<file path="src/rtl/arith_pkg.sv">
// Shared arithmetic datapath definitions: widths for the multiplier/divider pair and the
// sequencer state encoding used by the divider.
package arith_pkg;

    // Multiplier operand and product widths; the divider inverts this product.
    localparam int MUL_AW = 16;
    localparam int MUL_BW = 16;
    localparam int MUL_PW = MUL_AW + MUL_BW;

    // Divider widths chosen so any multiplier product divides back by either factor.
    localparam int DIV_DW = MUL_PW;
    localparam int DIV_SW = MUL_BW;

    typedef enum logic [1:0] {
        IDLE = 2'd0,
        BUSY = 2'd1,
        DONE = 2'd2
    } state_t;

endpackage

</file>
<file path="src/rtl/div32by16_seq_if.sv">
// Operand/result handshake bundle for the sequential divider.
interface div32by16_seq_if
    import arith_pkg::*;
#(
    parameter int DW = DIV_DW,
    parameter int SW = DIV_SW
);
    logic          in_valid;
    logic          in_ready;
    logic [DW-1:0] dividend;
    logic [SW-1:0] divisor;
    logic          out_valid;
    logic          out_ready;
    logic [DW-1:0] quotient;
    logic [SW-1:0] remainder;
    logic          div_by_zero;

    modport master (
        output in_valid, dividend, divisor, out_ready,
        input  in_ready, out_valid, quotient, remainder, div_by_zero
    );

    modport slave (
        input  in_valid, dividend, divisor, out_ready,
        output in_ready, out_valid, quotient, remainder, div_by_zero
    );
endinterface

</file>
<file path="src/rtl/div32by16_seq_div_step.sv">
// One restoring division iteration: shift the next dividend bit into the partial remainder
// and subtract the divisor when it fits.
module div_step #(
    parameter int SW = 16
) (
    input  logic [SW-1:0] pr_in,
    input  logic          dvd_msb,
    input  logic [SW-1:0] divisor,
    output logic [SW-1:0] pr_out,
    output logic          qbit
);
    logic [SW:0] shifted;
    logic [SW:0] diff;

    always_comb begin
        // NOTE: every output gets a value before any branch, so no path can infer a latch.
        shifted = {pr_in, dvd_msb};
        diff    = shifted - {1'b0, divisor};
        pr_out  = shifted[SW-1:0];
        qbit    = 1'b0;
        // pr_in < divisor keeps shifted below 2*divisor, so the borrow bit means "did not fit".
        if (!diff[SW]) begin
            pr_out = diff[SW-1:0];
            qbit   = 1'b1;
        end
    end
endmodule

</file>
<file path="src/rtl/div32by16_seq.sv">
// Sequential restoring divider: DW-bit dividend by SW-bit divisor, one quotient bit per clock,
// valid/ready handshakes on operand and result sides.
module div32by16_seq
    import arith_pkg::*;
#(
    parameter int DW = DIV_DW,
    parameter int SW = DIV_SW
) (
    input  logic           clk,
    input  logic           rstn,
    div32by16_seq_if.slave bus
);
    localparam int CW = $clog2(DW + 1);

    state_t        state;
    logic [CW-1:0] count;
    logic [SW-1:0] pr;
    logic [DW-1:0] dvd;
    logic [SW-1:0] dsr;
    logic [DW-1:0] quotient;
    logic [SW-1:0] remainder;
    logic          div_by_zero;
    logic [SW-1:0] step_pr;
    logic          step_q;

    div_step #(.SW(SW)) u_step (
        .pr_in   (pr),
        .dvd_msb (dvd[DW-1]),
        .divisor (dsr),
        .pr_out  (step_pr),
        .qbit    (step_q)
    );

    always_ff @(posedge clk) begin
        if (!rstn) begin
            // NOTE: the working registers are reset as well; they are few flops and it keeps
            // them free of X after reset, at no cost to the result path.
            state       <= IDLE;
            count       <= '0;
            pr          <= '0;
            dvd         <= '0;
            dsr         <= '0;
            quotient    <= '0;
            remainder   <= '0;
            div_by_zero <= 1'b0;
        end else begin
            // NOTE: non-blocking assignments so every register samples pre-edge values.
            case (state)
                IDLE: begin
                    if (bus.in_valid) begin
                        dsr         <= bus.divisor;
                        div_by_zero <= 1'b0;
                        if (bus.divisor == '0) begin
                            state       <= DONE;
                            quotient    <= '1;
                            remainder   <= bus.dividend[SW-1:0];
                            div_by_zero <= 1'b1;
                        end else begin
                            state <= BUSY;
                            count <= CW'(DW);
                            dvd   <= bus.dividend;
                            pr    <= '0;
                        end
                    end
                end
                BUSY: begin
                    pr    <= step_pr;
                    dvd   <= {dvd[DW-2:0], step_q};
                    count <= count - CW'(1);
                    if (count == CW'(1)) begin
                        state     <= DONE;
                        quotient  <= {dvd[DW-2:0], step_q};
                        remainder <= step_pr;
                    end
                end
                DONE: begin
                    if (bus.out_ready) begin
                        state <= IDLE;
                    end
                end
                default: state <= IDLE;
            endcase
        end
    end

    assign bus.in_ready    = (state == IDLE);
    assign bus.out_valid   = (state == DONE);
    assign bus.quotient    = quotient;
    assign bus.remainder   = remainder;
    assign bus.div_by_zero = div_by_zero;
endmodule
</file>
<file path="src/flat_wrapper.sv">
// flat-port wrapper written by rule: the top's interface ports become plain ports
module div32by16_seq_flat import arith_pkg::*;
#(
    parameter int DW = DIV_DW,
    parameter int SW = DIV_SW
)
  (clk, rstn, bus_in_valid, bus_dividend, bus_divisor, bus_out_ready, bus_in_ready, bus_out_valid, bus_quotient, bus_remainder, bus_div_by_zero);
  div32by16_seq_if #(.DW(DW), .SW(SW)) bus_i ();
  input  logic clk;
  input  logic rstn;
  input wire logic [$bits(bus_i.in_valid)-1:0] bus_in_valid;
  input wire logic [$bits(bus_i.dividend)-1:0] bus_dividend;
  input wire logic [$bits(bus_i.divisor)-1:0] bus_divisor;
  input wire logic [$bits(bus_i.out_ready)-1:0] bus_out_ready;
  output wire logic [$bits(bus_i.in_ready)-1:0] bus_in_ready;
  output wire logic [$bits(bus_i.out_valid)-1:0] bus_out_valid;
  output wire logic [$bits(bus_i.quotient)-1:0] bus_quotient;
  output wire logic [$bits(bus_i.remainder)-1:0] bus_remainder;
  output wire logic [$bits(bus_i.div_by_zero)-1:0] bus_div_by_zero;
  assign bus_i.in_valid = bus_in_valid;
  assign bus_i.dividend = bus_dividend;
  assign bus_i.divisor = bus_divisor;
  assign bus_i.out_ready = bus_out_ready;
  assign bus_in_ready = bus_i.in_ready;
  assign bus_out_valid = bus_i.out_valid;
  assign bus_quotient = bus_i.quotient;
  assign bus_remainder = bus_i.remainder;
  assign bus_div_by_zero = bus_i.div_by_zero;
  div32by16_seq #(.DW(DW), .SW(SW)) u_core (.clk(clk), .rstn(rstn), .bus(bus_i));
endmodule
</file>
<file path="config.mk">
export PLATFORM = sky130hd
export DESIGN_NAME = div32by16_seq_flat
export DESIGN_NICKNAME = d
export VERILOG_FILES = /design/src/rtl/arith_pkg.sv /design/src/rtl/div32by16_seq_if.sv /design/src/rtl/div32by16_seq_div_step.sv /design/src/rtl/div32by16_seq.sv /design/src/flat_wrapper.sv
export SDC_FILE = /design/constraint.sdc
export NUM_CORES = 1
export LEC_CHECK = 0
export BUFFER_PORTS_ARGS = -buffer_cell sky130_fd_sc_hd__buf_2
export CORE_MARGIN = 4
export CORE_UTILIZATION = 52
export CTS_CLUSTER_DIAMETER = 60
export CTS_CLUSTER_SIZE = 10
export DETAILED_ROUTE_END_ITERATION = 16
export PLACE_DENSITY = 0.83
export SLEW_MARGIN = 10
export SYNTH_ARGS = -nofsm -noshare
export SYNTH_HDL_FRONTEND = slang
export SYNTH_SLANG_ARGS = --single-unit
</file>
<file path="constraint.sdc">
create_clock -name clk -period 7.31 [get_ports clk]
set_input_delay 0.731 -clock clk [delete_from_list [all_inputs] [get_ports clk]]
set_output_delay 0.731 -clock clk [all_outputs]
set_load 0.01 [all_outputs]
</file>
==> impl_metrics.yaml <==
power_and_ir_drop:
  powerDensity_nw_per_um2: 360
  ir_worst_vdd_v: 0.000186
  p_leak_uw: 0.00331
timing:
  hold_violations: 0
  post-route-min-period_ps: 3930
  tightest_slew_ps: 1110
  fin_tns_setup_ps: 0
  skew_ps: 7.56
  report.final.slew_viol_count: 0
  rsz0062_at_grt: "no"
  period_share: 0.538
  max_freq_mhz: 254
  relSlewSlack: 0.260
  setup_violations: 0
worst_setup_path:
  critical_path_class: "reg2reg"
  critical_path.max_fanout: 47
  cpMaxStageDelayCell: "nor2b_4"
  cpMostUsedCell: "a21oi_4"
  critPathRequiredTime_ps: 7660
  r2r_slack_ps: 3380
  rr_worst_depth: 7
  start_kind: "flop"
  reg2reg_to: "u_core.bus.remainder[13]"
  r2r-start: "u_core.state[0]"
  cp-end-kind: "flop"
  path_cells: "nor2b_4 > a21oi_4 > a21oi_4 > buf_4 > o211ai_1 > or4_1 > nand3_1"
  cp.arrival_ps: 4290
  slowest_delay_ps: 1010
global_routing:
  antenna_found_initial: 0
  grt_usage: 0.233
  grt_first_pass_wirelength_um: 25400
  first_global_vias: 5293
  grt_max_degree: 113
  grt-ovfl-total: 0
logic_synthesis:
  syn_inst: 760
  synth-edff-count: 0
  syn_area_per_cell_sq_um: 8.11
  synth-async-reset-ratio: 0
  yosysUniqueCellTypes: 65
  seq_area_frac_synth: 0.393
  ys_warn_count: 0
  synth.net_count: 831
  ys_ff_latch: 121
  syn_area_sq_um: 6160
  ys.flop_type: "dfxtp_1"
detailed_routing:
  dr.first_iter.drc_count: 355
  drt_wl_total_um: 15600
  wl_per_cell_um: 15.9
  ant_nets: 0
  vias: 5704
  firstDrtPassIters: 5
  route.detailed.drc: 0
  viasPerCell: 5.80
cells_and_area:
  drive_gt1_frac: 0.183
  multiInputGateArea_sq_um: 3460
  seq_area_sq_um: 2420
  diodes: 0
  area_delta_synth_final_pct: 18.8
  fin_nets: 902
  fin_area_sq_um: 7320
  layout_commonest_cell: "nand2_1"
  finish.utilization: 0.636
  fill_cells: 969
  layout_common_cells: "nand2_1 (132), dfxtp_1 (121), buf_2 (102)"
floorplan:
  core_sq_um: 11500
  die_height_um: 117
  die_area_sq_um: 13700
  die_w_um: 117
  pin_count: 103
  start_util: 0.535
  rows: 39
flow_run:
  cap_violations: 0
clocking:
  post_cts_resized: 0
  htree_num_levels: 4
  numCtsBuffers: 17
  cts_tree: "done"
  cts_setup_buffers: 0
  clk_pin_slew_ps: 50
  cts-root-buf: "clkbuf_16"
  ctsHoldBuffers: 0
  cts_buffer_depth: 2
  clkSinkCount: 121
  insertion_delay_ps: 420
placed_design:
  gp_congestion: 0.871
  placed_cell_area_sq_um: 6700
  portBuffers: 102
  dp_hpwl_um: 10200
status:
  outcome: "complete, no violations"
worst_hold_path:
  hp-class: "reg2reg"
  holdPathStages: 2
  min_from: "u_core.dsr[5]"
  holdPathEnd: "u_core.dsr[5]"
## per-stage QoR
stage	hold WS [ps]	setup slack, ps	instances	power [uW]
after floorplan	442	4660	760	1550
after global placement	456	3530	955	1710
after detailed placement	461	3410	955	1730
after CTS	468	3390	984	2630
after global routing	492	3010	984	2770
final	467	3380	984	2630
## worst max path at each step
stage / endpoint / slack, ps / startpoint / depth (start not counted)
floorplan: u_core.bus.remainder[0] / 4660 / u_core.dvd[31] / 11
global placement: u_core.bus.remainder[13] / 3530 / bus_divisor[10] / 8
detailed placement: u_core.bus.remainder[13] / 3410 / u_core.state[0] / 7
CTS: u_core.bus.remainder[13] / 3390 / u_core.state[0] / 7
global route: u_core.bus.remainder[13] / 3010 / u_core.state[0] / 7
finish: u_core.bus.remainder[13] / 3380 / u_core.state[0] / 7
## layer usage
| layer | global-route usage | up-vias | routed length (um) |
|---|---|---|---|
| met3 | 0.0514 | 30 | 939 |
| met4 | 0.0856 | 0 | 362 |
| met5 | 0 | - | 0 |
| met1 | 0.304 | 2668 | 6800 |
| li1 | - | 2825 | - |
| met2 | 0.378 | 181 | 7500 |
## cells by family after synthesis
family / share of synthesized area
XOR/XNOR: 0.0199
flip-flops: 0.393
AND/OR/NAND/NOR: 0.264
adder cells (fa/ha/maj): 0.0398
buffers and inverters: 0.0522
AO/OA/AOI/OAI: 0.213
multiplexers: 0.0181
## Yosys cell counts (all sizes together), types with 3 or more instances
library cell	count	area share
nor2b	4	0.0041
clkbuf	44	0.027
o21ai	34	0.028
a21oi	20	0.017
dfxtp	121	0.39
o211a	31	0.050
nor3	36	0.031
xor2	5	0.0071
xnor2	9	0.013
o31ai	5	0.0069
inv	26	0.016
nand3	40	0.032
nor3b	31	0.039
o21a	6	0.0085
a21o	5	0.0061
o2111ai	3	0.0043
ha	18	0.037
o221ai	5	0.0071
nand2	133	0.081
o21bai	6	0.0073
o211ai	8	0.0097
or2	4	0.0041
nand4	4	0.0041
buf	10	0.0095
nor2	70	0.045
and2	6	0.0061
a21boi	22	0.027
mux2i	10	0.016
a31oi	9	0.0091
nor4	7	0.0095
a32oi	3	0.0043
## sequential cells by signal, indices dropped and copies added (netlist names)
| register | cells |
|---|---|
| u_core.bus.quotient | 32 |
| u_core.state | 2 |
| u_core.dvd | 32 |
| u_core.bus.remainder | 16 |
| u_core.bus.div_by_zero | 1 |
| u_core.dsr | 16 |
| u_core.count | 6 |
| u_core.pr | 16 |
## power breakdown
group,leakage (uW),internal [uW],switching [uW],total (uW)
Combinational,0.00201,369,561,930
Clock,0.000304,601,290,890
Sequential,0.000993,745,68.5,813
## critical path, delay by kind of cell (launching register included)
| family | cells | cell delay (ps) |
|---|---|---|
| compound gates | 3 | 1160 |
| simple gates | 3 | 1510 |
| flops | 1 | 730 |
| buf+inv | 1 | 450 |
## final cells by class
type / instances / area share
Clock buffer: 22 / 0.0661
Clock inverter: 7 / 0.0193
Inverter: 26 / 0.0133
Multi-Input combinational cell: 559 / 0.472
Sequential cell: 121 / 0.331
Tap cell: 143 / 0.0244
Timing Repair Buffer: 106 / 0.0738
No activity file was read; power rests on OpenSTA's default activity.
